==> src/rtl/unified_mem_arbiter.sv <==
// Arbitrates one fixed-latency single-ported memory between the fetch port and the data port.
// The data port has priority, but it cannot re-win the grant in its own DONE cycle.
module unified_mem_arbiter #(
  parameter int unsigned ADDR_W  = 32,
  parameter int unsigned DATA_W  = 32,
  parameter int unsigned MEM_LAT = 2
) (
  input  logic              CLOCK,
  input  logic              RESET,
  input  logic              IF_REQ,
  input  logic [ADDR_W-1:0] IF_ADDR,
  output logic [DATA_W-1:0] IF_RDATA,
  output logic              IF_VALID,
  output logic              IF_STALL,
  input  logic              DM_REQ,
  input  logic              DM_WE,
  input  logic [ADDR_W-1:0] DM_ADDR,
  input  logic [DATA_W-1:0] DM_WDATA,
  output logic [DATA_W-1:0] DM_RDATA,
  output logic              DM_VALID,
  output logic              DM_STALL,
  output logic              MEM_EN,
  output logic              MEM_WE,
  output logic [ADDR_W-1:0] MEM_ADDR,
  output logic [DATA_W-1:0] MEM_WDATA,
  input  logic [DATA_W-1:0] MEM_RDATA
);

  typedef enum logic [1:0] {ST_IDLE, ST_BUSY, ST_DONE} state_t;
  typedef enum logic {OWN_IF, OWN_DM} owner_t;

  localparam logic [3:0] LAT_INIT = 4'(MEM_LAT);

  state_t            r_state;
  state_t            w_state_nxt;
  owner_t            r_owner;
  logic [3:0]        r_cnt;
  logic              r_mem_en;
  logic              r_mem_we;
  logic [ADDR_W-1:0] r_mem_addr;
  logic [DATA_W-1:0] r_mem_wdata;
  logic [DATA_W-1:0] r_if_rdata;
  logic [DATA_W-1:0] r_dm_rdata;
  logic              r_if_valid;
  logic              r_dm_valid;
  logic              w_grant_if;
  logic              w_grant_dm;
  logic              w_capture;

  always_ff @(posedge CLOCK) begin
    if (RESET) begin
      r_state     <= ST_IDLE;
      r_owner     <= OWN_IF;
      r_cnt       <= '0;
      r_mem_en    <= 1'b0;
      r_mem_we    <= 1'b0;
      r_mem_addr  <= '0;
      r_mem_wdata <= '0;
      r_if_rdata  <= '0;
      r_dm_rdata  <= '0;
      r_if_valid  <= 1'b0;
      r_dm_valid  <= 1'b0;
    end else begin
      r_state    <= w_state_nxt;
      r_mem_en   <= w_grant_if | w_grant_dm;
      r_if_valid <= w_capture & (r_owner == OWN_IF);
      r_dm_valid <= w_capture & (r_owner == OWN_DM);
      if (w_grant_dm) begin
        r_owner     <= OWN_DM;
        r_mem_we    <= DM_WE;
        r_mem_addr  <= DM_ADDR;
        r_mem_wdata <= DM_WDATA;
        r_cnt       <= LAT_INIT;
      end else if (w_grant_if) begin
        r_owner    <= OWN_IF;
        r_mem_we   <= 1'b0;
        r_mem_addr <= IF_ADDR;
        r_cnt      <= LAT_INIT;
      end else if (r_state == ST_BUSY && r_cnt != '0) begin
        r_cnt <= r_cnt - 4'd1;
      end
      // Stores complete without touching the read-data register.
      if (w_capture && !r_mem_we) begin
        if (r_owner == OWN_IF) r_if_rdata <= MEM_RDATA;
        else                   r_dm_rdata <= MEM_RDATA;
      end
    end
  end

  always_comb begin
    w_state_nxt = r_state;
    case (r_state)
      ST_IDLE: if (w_grant_if || w_grant_dm) w_state_nxt = ST_BUSY;
      ST_BUSY: if (r_cnt == '0) w_state_nxt = ST_DONE;
      ST_DONE: w_state_nxt = (w_grant_if || w_grant_dm) ? ST_BUSY : ST_IDLE;
      default: w_state_nxt = ST_IDLE;
    endcase
  end

  // In DONE only the port that did not just complete may be granted.
  always_comb begin
    w_grant_if = 1'b0;
    w_grant_dm = 1'b0;
    w_capture  = 1'b0;
    case (r_state)
      ST_IDLE: begin
        w_grant_dm = DM_REQ;
        w_grant_if = IF_REQ & ~DM_REQ;
      end
      ST_BUSY: w_capture = (r_cnt == '0);
      ST_DONE: begin
        w_grant_dm = DM_REQ & (r_owner == OWN_IF);
        w_grant_if = IF_REQ & (r_owner == OWN_DM);
      end
      default: ;
    endcase
  end

  assign IF_RDATA  = r_if_rdata;
  assign IF_VALID  = r_if_valid;
  assign IF_STALL  = IF_REQ & ~r_if_valid;
  assign DM_RDATA  = r_dm_rdata;
  assign DM_VALID  = r_dm_valid;
  assign DM_STALL  = DM_REQ & ~r_dm_valid;
  assign MEM_EN    = r_mem_en;
  assign MEM_WE    = r_mem_we;
  assign MEM_ADDR  = r_mem_addr;
  assign MEM_WDATA = r_mem_wdata;

endmodule

==> config.mk <==
export PLATFORM = sky130hd
export DESIGN_NAME = unified_mem_arbiter
export DESIGN_NICKNAME = d
export VERILOG_FILES = /design/src/rtl/unified_mem_arbiter.sv
export SDC_FILE = /design/constraint.sdc
export NUM_CORES = 1
export LEC_CHECK = 0
export CAP_MARGIN = 20
export CORE_MARGIN = 3
export CORE_UTILIZATION = 40
export DETAILED_ROUTE_END_ITERATION = 7
export GPL_TIMING_DRIVEN = 0
export PLACE_DENSITY = 0.83
export SETUP_SLACK_MARGIN = 0.02
export SYNTH_ARGS = -nofsm -noshare
export SYNTH_HDL_FRONTEND = slang
export SYNTH_SLANG_ARGS = --single-unit
export TNS_END_PERCENT = 5
==> constraint.sdc <==
create_clock -name CLOCK -period 2.6 [get_ports CLOCK]
set_input_delay 0.52 -clock CLOCK [delete_from_list [all_inputs] [get_ports CLOCK]]
set_output_delay 0.52 -clock CLOCK [all_outputs]
set_load 0.01 [all_outputs]
==> flow_summary.ini, run 1 <==
[grt]
antenna_found_initial = 0
global_route_wire_length_before_repair_mm = 25.3
grt_start_max_net_pins = 17
first_global_vias = 4983
overall_global_routing_usage_pct = 22.5
globalRouteOverflowTotal = 0

[yosys]
syn-mean-instance-area_um2 = 8.90
synth_xor_area_share_pct = 0.169
post_synth_fa_ha_maj_area_fraction_pct = 0.241
combinational_family_with_the_most_area_after_synthesis = simple AND/OR/NAND/NOR gates
syn_area_um2 = 5190
synth_edf_count = 0
post_synth_mux_area_share_pct = 6.56
number_of_synthesis_warnings = 0
post_synth_main_area_contributors = sky130_fd_sc_hd__dfxtp_1, sky130_fd_sc_hd__nand2_1, sky130_fd_sc_hd__a21oi_1, sky130_fd_sc_hd__mux2i_1, sky130_fd_sc_hd__o2bb2ai_1
synth_top_area_share_pct = 53.6
yosys.area_share.simple_pct = 18.5
ys_seq_area_share_pct = 53.6
synth_compound_area_share_pct = 15.8
postSynthCellCount = 583
synthesis.nets = 717
synth-async-reset-ratio_pct = 0
ys_dominant_reg_cell = sky130_fd_sc_hd__dfxtp_1
synth.largest_area_cell = sky130_fd_sc_hd__dfxtp_1
synth-seq-cells = 139
yosysUniqueCellTypes = 33

[finish]
layout-area-overhead-vs-synth_pct = 66.1
nets = 1001
fin_cells = 1043
drive_gt1_share_pct = 7.31
most_common_cell_after_layout_fill_and_taps_aside = sky130_fd_sc_hd__clkdlybuf4s50_1
n_antenna_cell = 0
layout_common_cells = sky130_fd_sc_hd__clkdlybuf4s50_1, sky130_fd_sc_hd__nand2_1, sky130_fd_sc_hd__dfxtp_1

[cts]
insertion_delay_ns = 0.41
clockBufferDepth = 2
tritoncts = yes
path_clk_slew_ns = 0.05
clock_tree.root_cell = sky130_fd_sc_hd__clkbuf_16
postCtsSetupRepairBufs = 0
cts_sinks = 139
cts-htree-levels = 4
cts.hold.buffers_added = 0
cts.repair.resized = 0
cts_made_buffers = 17

[hold_path]
hold_path.class = register to register

[sta]
setup_viol_count_final = 0
setup-tns-final_ns = 0
max_freq_ghz = 0.435
report.final.slew_viol_count = 0
crit_path_time_final_ns = 2.30
hold_viol_final = 0
timing.max_slew.rel_slack_pct = 53.6
finalHoldWorstSlack_ns = 0.450
clock_skew_ns = 0.00706
final_critical_path_setup_slack_ns = 0.302
grt_setup_unrepaired = no
pin_slew_with_the_least_headroom_to_its_limit_ns = 0.696
final.period_utilization_pct = 88.4

[setup_path]
endpoint_type_of_the_worst_setup_path = output pin
critical_path_arrival_ns = 1.78
worst-path-max-fanout = 5
timing.setup.critical_path_class = primary input to output pin
required_time_at_the_worst_slack_endpoint_ns = 2.08
start_kind = primary input

[drt]
detail_route.iter0.violations = 294
drc_violation_count_after_routing = 0
wl_per_cell_um = 15.6
dr_total_vias = 5062
drtAntennaViolNets = 0
drt_pre_antenna_iters = 4
sum_of_routed_wire_length_over_all_layers_mm = 16.3
avgViaCountPerCell = 4.85

[placed_design]
dp_hpwl_mm = 12.5
placement.io_buffers = 265
placed_cells = 1016
place.gp.congestion = 0.817
dp_worst_setup_slack_ns = -0.0928

[power]
vdd_ir_drop_max_mv = 0.395
static-leakage-power_nw = 3.11
pwr_density_cell_nw_per_um2 = 683

[floorplanning]
core_area_um2 = 12400
die_x_um = 120
std_cell_rows = 40
chipHeight_um = 120
initial_standard_cell_utilization_of_the_core_pct = 42.0
ioPinCount = 267
design.die.area_um2 = 14400

[run]
maxCapViolations = 0

[outcome]
status = finished, final reports clean
-- path summary, 6_finish.rpt --
| check | from | end | slack, ns | cells past startpoint |
|---|---|---|---|---|
| worst max-delay path | DM_REQ | DM_STALL | 0.30 | 3 |
| worst min-delay path | MEM_WDATA[15]$_SDFFE_PP0P_ | MEM_WDATA[15]$_SDFFE_PP0P_ | 0.45 | 2 |
| worst max register to register | r_cnt[0]$_SDFFE_PP0P_ | IF_RDATA[29]$_SDFFE_PP0P_ | 0.33 | 8 |
| worst min register to register | MEM_WDATA[15]$_SDFFE_PP0P_ | MEM_WDATA[15]$_SDFFE_PP0P_ | 0.45 | 2 |
-- synthesized netlist by cell type, types with 2 or more instances --
cell	count
sky130_fd_sc_hd__o21ai_0	2
sky130_fd_sc_hd__buf_2	6
sky130_fd_sc_hd__nor4_1	3
sky130_fd_sc_hd__a21oi_1	98
sky130_fd_sc_hd__nand2b_1	2
sky130_fd_sc_hd__nor2b_1	2
sky130_fd_sc_hd__nor2_1	6
sky130_fd_sc_hd__nor4_2	2
sky130_fd_sc_hd__mux2i_1	34
sky130_fd_sc_hd__nand2_1	175
sky130_fd_sc_hd__dfxtp_1	139
sky130_fd_sc_hd__buf_1	2
sky130_fd_sc_hd__buf_6	9
sky130_fd_sc_hd__nor3_1	3
sky130_fd_sc_hd__nand2_2	20
sky130_fd_sc_hd__inv_1	5
sky130_fd_sc_hd__clkbuf_1	27
sky130_fd_sc_hd__o2bb2ai_1	32
sky130_fd_sc_hd__or4_4	2
-- power by group --
group	total [W]	switching, W	internal, W
sequential	0.00239	0.0000950	0.00230
clock	0.00234	0.000822	0.00151
combinational	0.00115	0.000524	0.000630
-- state kept, by name, summed over array words and instances, names as in the netlist --
register / cells
DM_RDATA: 32
DM_VALID: 1
IF_RDATA: 32
IF_VALID: 1
MEM_ADDR: 32
MEM_EN: 1
MEM_WDATA: 32
MEM_WE: 1
r_cnt: 4
r_owner: 1
r_state: 2
-- critical path, cell delays in order --
cell                              delay, ns
sky130_fd_sc_hd__clkdlybuf4s50_1       0.57
sky130_fd_sc_hd__nor2b_1               0.15
sky130_fd_sc_hd__clkdlybuf4s50_1       0.54
-- layer usage --
metal	global-route usage (%)	part of all wire (%)	vias up
met1	24.8	39	2313
met3	8.01	8.6	26
met4	9.38	2.3	0
li1	-	-	2525
met2	39.1	50	198
met5	0	0	-
-- metrics by stage --
stage	power [W]	util, %	area [µm²]
2_1_floorplan	0.00294	-	5190
3_3_place_gp	0.00358	65.1	8050
3_5_place_dp	0.00359	65.1	8050
4_1_cts	0.00594	69.7	8620
5_1_grt	0.00613	69.7	8620
6_report	0.00588	69.7	8620
-- kinds of logic (layout without fill, tap and decap cells) --
| logic type | count (synthesis) | after routing |
|---|---|---|
| DFF | 139 | 139 |
| buffers and inverters | 50 | 342 |
| and+or+nand+nor | 221 | 221 |
| xor gates and xnor gates | 1 | 1 |
| AOI/OAI and AO/OA | 137 | 137 |
| muxes | 34 | 34 |
| adders and majority gates | 1 | 1 |
-- area by class of cell --
type	instances	area, µm²
Fill cell	993	3750
Sequential cell	139	2780
Buffer	45	248
Timing Repair Buffer	265	2650
Clock inverter	2	60.1
Multi-Input combinational cell	394	2140
Inverter	5	18.8
Clock buffer	25	505
Tap cell	168	210
Power figures use the tool's default switching activity.
==> run 2: changes to the inputs <==
--- a/config.mk
+++ b/config.mk
@@ -7,11 +7,12 @@
 export LEC_CHECK = 0
 export CAP_MARGIN = 20
 export CORE_MARGIN = 3
-export CORE_UTILIZATION = 40
+export CORE_UTILIZATION = 36
 export DETAILED_ROUTE_END_ITERATION = 7
 export GPL_TIMING_DRIVEN = 0
-export PLACE_DENSITY = 0.83
+export PLACE_DENSITY = 0.74
 export SETUP_SLACK_MARGIN = 0.02
+export SKIP_LAST_GASP = 1
 export SYNTH_ARGS = -nofsm -noshare
 export SYNTH_HDL_FRONTEND = slang
 export SYNTH_SLANG_ARGS = --single-unit
==> run 2 against run 1 <==
Against the previous run: cell count increased by 1.6%; maximum frequency increased by 0.74%; critical path depth unchanged; power increased by 5.1%; largest cell class unchanged; largest power group is now clock; first-iteration DRC count decreased by 34%.
==> flow_summary.ini, run 2 (synthesis results as in run 1) <==
[setup_path]
timing.setup.critical_path_class = primary input to output pin
required_time_at_the_worst_slack_endpoint_ns = 2.08
worst-r2r-setup-slack_ns = 0.38
start_kind = primary input
worstReg2RegEnd = IF_RDATA[23]$_SDFFE_PP0P_
endpoint_type_of_the_worst_setup_path = output pin
worst-path-max-fanout = 5
critical_path_arrival_ns = 1.76
worstRegToRegCells = 8
r2r_start = r_cnt[0]$_SDFFE_PP0P_

[cts]
cts-htree-levels = 4
clock_tree.root_cell = sky130_fd_sc_hd__clkbuf_16
path_clk_slew_ns = 0.06
tritoncts = yes
cts_sinks = 139
clockBufferDepth = 2
cts.hold.buffers_added = 0
insertion_delay_ns = 0.41
cts.repair.resized = 0
postCtsSetupRepairBufs = 0
cts_made_buffers = 17

[sta]
pin_slew_with_the_least_headroom_to_its_limit_ns = 0.846
max_freq_ghz = 0.438
clock_skew_ns = 0.00599
hold_viol_final = 0
setup_viol_count_final = 0
final_critical_path_setup_slack_ns = 0.319
setup-tns-final_ns = 0
final.period_utilization_pct = 87.7
finalHoldWorstSlack_ns = 0.453
crit_path_time_final_ns = 2.28
timing.max_slew.rel_slack_pct = 43.6
grt_setup_unrepaired = no
report.final.slew_viol_count = 0

[floorplanning]
die_x_um = 126
chipHeight_um = 126
initial_standard_cell_utilization_of_the_core_pct = 37.1
std_cell_rows = 43
design.die.area_um2 = 15900
core_area_um2 = 14000
ioPinCount = 267

[drt]
avgViaCountPerCell = 4.76
dr_total_vias = 5046
drt_pre_antenna_iters = 4
sum_of_routed_wire_length_over_all_layers_mm = 16.3
drc_violation_count_after_routing = 0
detail_route.iter0.violations = 194
wl_per_cell_um = 15.4
drtAntennaViolNets = 0

[finish]
design_area_um2 = 8720
drive_gt1_share_pct = 8.07
n_antenna_cell = 0
most_common_cell_after_layout_fill_and_taps_aside = sky130_fd_sc_hd__clkdlybuf4s50_1
layout-area-overhead-vs-synth_pct = 68.1
layout_common_cells = sky130_fd_sc_hd__clkdlybuf4s50_1, sky130_fd_sc_hd__nand2_1, sky130_fd_sc_hd__dfxtp_1
nets = 1001
utilization_pct = 62.3

[hold_path]
min_from = MEM_WDATA[22]$_SDFFE_PP0P_
whs_path_depth = 2
hold_path.class = register to register
hold_path_end = MEM_WDATA[22]$_SDFFE_PP0P_

[grt]
grt_start_max_net_pins = 17
global_route_wire_length_before_repair_mm = 25.3
first_global_vias = 4948
global_route.usage.met1_pct = 21.6
gr-max-usage-layer = met2
antenna_found_initial = 0
met2_usage_pct = 34.4
overall_global_routing_usage_pct = 20.0
global_route.usage.met3_pct = 8.91
globalRouteOverflowTotal = 0

[power]
pwr_density_cell_nw_per_um2 = 709
vdd_ir_drop_max_mv = 0.426
static-leakage-power_nw = 3.15

[placed_design]
dp_worst_setup_slack_ns = -0.0358
dpl_cell_area_um2 = 8070
dp_hpwl_mm = 12.5
place.gp.congestion = 0.850
placement.io_buffers = 265

[outcome]
status = finished, final reports clean

[run]
maxCapViolations = 0
[run 2: changes by cell type in the layout (fill, tap and decap cells not counted), sizes merged]
cell	before	now
inv	5	6
bufinv	2	4
clkbuf	52	50
clkinvlp	0	2
clkinv	0	2
[run 2: worst max-delay path: stages]
cell and delay (ns):
sky130_fd_sc_hd__clkdlybuf4s50_1 0.53, sky130_fd_sc_hd__nor2b_1 0.15, sky130_fd_sc_hd__clkdlybuf4s50_1 0.56
[run 2: power breakdown]
group | internal (W) | switching [W] | leakage, nW
sequential | 0.00230 | 0.0000972 | 1.14
combinational | 0.000630 | 0.000523 | 1.69
clock | 0.00174 | 0.000896 | 0.316
[run 2: worst max-delay path by stage]
stage / slack, ns / from / endpoint / cells after the start
global placement: -0.04 / DM_REQ / MEM_ADDR[28]$_SDFFE_PP0P_ / 6
floorplan: 0.57 / r_cnt[0]$_SDFFE_PP0P_ / DM_RDATA[21]$_SDFFE_PP0P_ / 9
finish: 0.32 / DM_REQ / DM_STALL / 3
CTS: 0.29 / DM_REQ / DM_STALL / 3
detailed placement: -0.04 / DM_REQ / MEM_ADDR[28]$_SDFFE_PP0P_ / 7
global route: 0.14 / r_cnt[0]$_SDFFE_PP0P_ / DM_RDATA[18]$_SDFFE_PP0P_ / 8
[run 2: per-layer routing]
metal  routed length [µm]  vias to the layer above  part of all wire [%]
li1                     -                     2540                     -
met1                 6380                     2251                    39
met2                 7910                      229                    49
met3                 1650                       26                    10
met4                  358                        0                   2.2
met5                    0                        -                     0
[run 2: layout make-up]
type / count / area (µm²)
Sequential cell: 139 / 2780
Buffer: 45 / 248
Clock inverter: 9 / 158
Multi-Input combinational cell: 394 / 2140
Clock buffer: 23 / 498
Fill cell: 1201 / 5270
Inverter: 5 / 18.8
Timing Repair Buffer: 265 / 2650
Tap cell: 180 / 225
[run 2: metrics by stage]
stage	power, W	instances
finish	0.00618	1060
global route	0.00645	1060
CTS	0.00624	1060
detailed placement	0.00360	1028
global placement	0.00359	1028
floorplan	0.00294	583
==> run 3: changes to the inputs <==
--- a/config.mk
+++ b/config.mk
@@ -6,11 +6,13 @@
 export NUM_CORES = 1
 export LEC_CHECK = 0
 export CAP_MARGIN = 20
+export CORE_ASPECT_RATIO = 0.6
 export CORE_MARGIN = 3
-export CORE_UTILIZATION = 36
+export CORE_UTILIZATION = 40
 export DETAILED_ROUTE_END_ITERATION = 7
 export GPL_TIMING_DRIVEN = 0
-export PLACE_DENSITY = 0.74
+export PLACE_DENSITY = 0.81
+export REMOVE_ABC_BUFFERS = 1
 export SETUP_SLACK_MARGIN = 0.02
 export SKIP_LAST_GASP = 1
 export SYNTH_ARGS = -nofsm -noshare
==> run 3 against run 2 <==
Against the previous run: sequential power hardly changed; sequential cell count unchanged; critical path depth did not move; first-iteration DRC count increased by 25%; combinational power is essentially flat; clock skew is 0.0025 ns higher; power grew 0.15%; final area down 0.98%; worst setup slack worse by 0.095 ns; cell count down 4.6%; worst hold slack barely moved.
==> flow_summary.ini, run 3 (synthesis results as in run 1) <==
[sta]
clock_skew_ns = 0.00852
crit_path_time_final_ns = 2.38
setup_viol_count_final = 0
pin_slew_with_the_least_headroom_to_its_limit_ns = 0.942
finalHoldWorstSlack_ns = 0.453
grt_setup_unrepaired = no
max_freq_ghz = 0.421
timing.max_slew.rel_slack_pct = 37.2
final.period_utilization_pct = 91.4
hold_viol_final = 0
report.final.slew_viol_count = 0

[hold_path]
hold_path.class = register to register

[floorplanning]
ioPinCount = 267
initial_standard_cell_utilization_of_the_core_pct = 41.9
die_x_um = 153
core_area_um2 = 12400
design.die.area_um2 = 14400
chipHeight_um = 94.2
std_cell_rows = 31

[finish]
utilization_pct = 69.8
n_antenna_cell = 0
nets = 967
drive_gt1_share_pct = 8.16
layout-area-overhead-vs-synth_pct = 66.5
most_common_cell_after_layout_fill_and_taps_aside = sky130_fd_sc_hd__clkdlybuf4s50_1
layout_common_cells = sky130_fd_sc_hd__clkdlybuf4s50_1, sky130_fd_sc_hd__nand2_1, sky130_fd_sc_hd__dfxtp_1

[cts]
clock_tree.root_cell = sky130_fd_sc_hd__clkbuf_16
cts.repair.resized = 0
cts.hold.buffers_added = 0
clockBufferDepth = 2
insertion_delay_ns = 0.41
cts-htree-levels = 4
tritoncts = yes
cts_made_buffers = 17
cts_sinks = 139
path_clk_slew_ns = 0.06

[grt]
global_route_wire_length_before_repair_mm = 26.6
globalRouteOverflowTotal = 0
antenna_found_initial = 1
first_global_vias = 5155
grt_start_max_net_pins = 77
overall_global_routing_usage_pct = 23.2

[setup_path]
worstRegToRegCells = 6
worstSetupEndpoint = DM_STALL
endpoint_type_of_the_worst_setup_path = output pin
worst_setup_path_startpoint = DM_REQ
required_time_at_the_worst_slack_endpoint_ns = 2.08
timing.setup.critical_path_class = primary input to output pin
worst-path-max-fanout = 5
worstReg2RegEnd = DM_RDATA[5]$_SDFFE_PP0P_
critical_path_arrival_ns = 1.86
worst-r2r-setup-slack_ns = 0.26
start_kind = primary input
r2r_start = r_cnt[0]$_SDFFE_PP0P_

[drt]
wl_per_cell_um = 16.7
drt_pre_antenna_iters = 5
detail_route.iter0.violations = 243
dr_total_vias = 5032
drtAntennaViolNets = 0
avgViaCountPerCell = 4.98
sum_of_routed_wire_length_over_all_layers_mm = 16.8
drc_violation_count_after_routing = 0

[placed_design]
placement.io_buffers = 266
place.gp.congestion = 0.841
dp_hpwl_mm = 12.4

[power]
vdd_ir_drop_max_mv = 0.549
static-leakage-power_nw = 3.10
pwr_density_cell_nw_per_um2 = 717

[run]
maxCapViolations = 0

[outcome]
status = finished, final reports clean
run 3: area by class of cell:
| class | instances | area [µm²] |
|---|---|---|
| Tap cell | 165 | 206 |
| Clock inverter | 14 | 206 |
| Sequential cell | 139 | 2780 |
| Fill cell | 940 | 3740 |
| Timing Repair Buffer | 276 | 2820 |
| Multi-Input combinational cell | 394 | 2160 |
| Inverter | 5 | 18.8 |
| Clock buffer | 18 | 439 |
run 3: worst min path at each step:
stage	from	endpoint	slack [ns]	depth (start not counted)
final	MEM_WDATA[9]$_SDFFE_PP0P_	MEM_WDATA[9]$_SDFFE_PP0P_	0.45	2
after global routing	MEM_WDATA[8]$_SDFFE_PP0P_	MEM_WDATA[8]$_SDFFE_PP0P_	0.48	2
after CTS	MEM_WDATA[9]$_SDFFE_PP0P_	MEM_WDATA[9]$_SDFFE_PP0P_	0.46	2
after detailed placement	MEM_WDATA[9]$_SDFFE_PP0P_	MEM_WDATA[9]$_SDFFE_PP0P_	0.45	2
after global placement	IF_RDATA[21]$_SDFFE_PP0P_	IF_RDATA[21]$_SDFFE_PP0P_	0.44	2
after floorplan	DM_RDATA[0]$_SDFFE_PP0P_	DM_RDATA[0]$_SDFFE_PP0P_	0.47	2
run 3: worst max-delay path, stage by stage:
cell                              delay (ns)
sky130_fd_sc_hd__clkdlybuf4s50_1        0.53
sky130_fd_sc_hd__nor2b_1                0.16
sky130_fd_sc_hd__clkdlybuf4s50_1        0.64
run 3: report_power, final:
| group | switching (W) | leakage (nW) | internal [W] |
|---|---|---|---|
| Sequential | 0.000103 | 1.14 | 0.00230 |
| Combinational | 0.000535 | 1.66 | 0.000627 |
| Clock | 0.000973 | 0.306 | 0.00166 |
run 3: metal layers:
layer | routed length [µm] | track usage [%] | vias up
met5 | 9 | 0 | -
met4 | 233 | 7.12 | 2
met3 | 1370 | 8.05 | 19
met2 | 8200 | 39.7 | 197
met1 | 7020 | 27.7 | 2362
li1 | - | - | 2452
run 3: stage by stage:
step | setup WS [ns] | cells | TNS, ns | instance area, µm² | power [W]
after global placement | -3.45 | 969 | -248.35 | 7810 | 0.00354
after global routing | 0.140 | 1011 | 0 | 8640 | 0.00644
after detailed placement | -0.122 | 976 | -1.72 | 7960 | 0.00360
after floorplan | -0.142 | 538 | -12.64 | 4940 | 0.00287
final | 0.224 | 1011 | 0 | 8640 | 0.00619
after CTS | 0.0318 | 1009 | 0 | 8610 | 0.00623
run 3: what timing repair did:
action,in CTS,in global routing
pin swaps,1,1
setup buffers,1,2
endpoints found under the setup margin,1,22
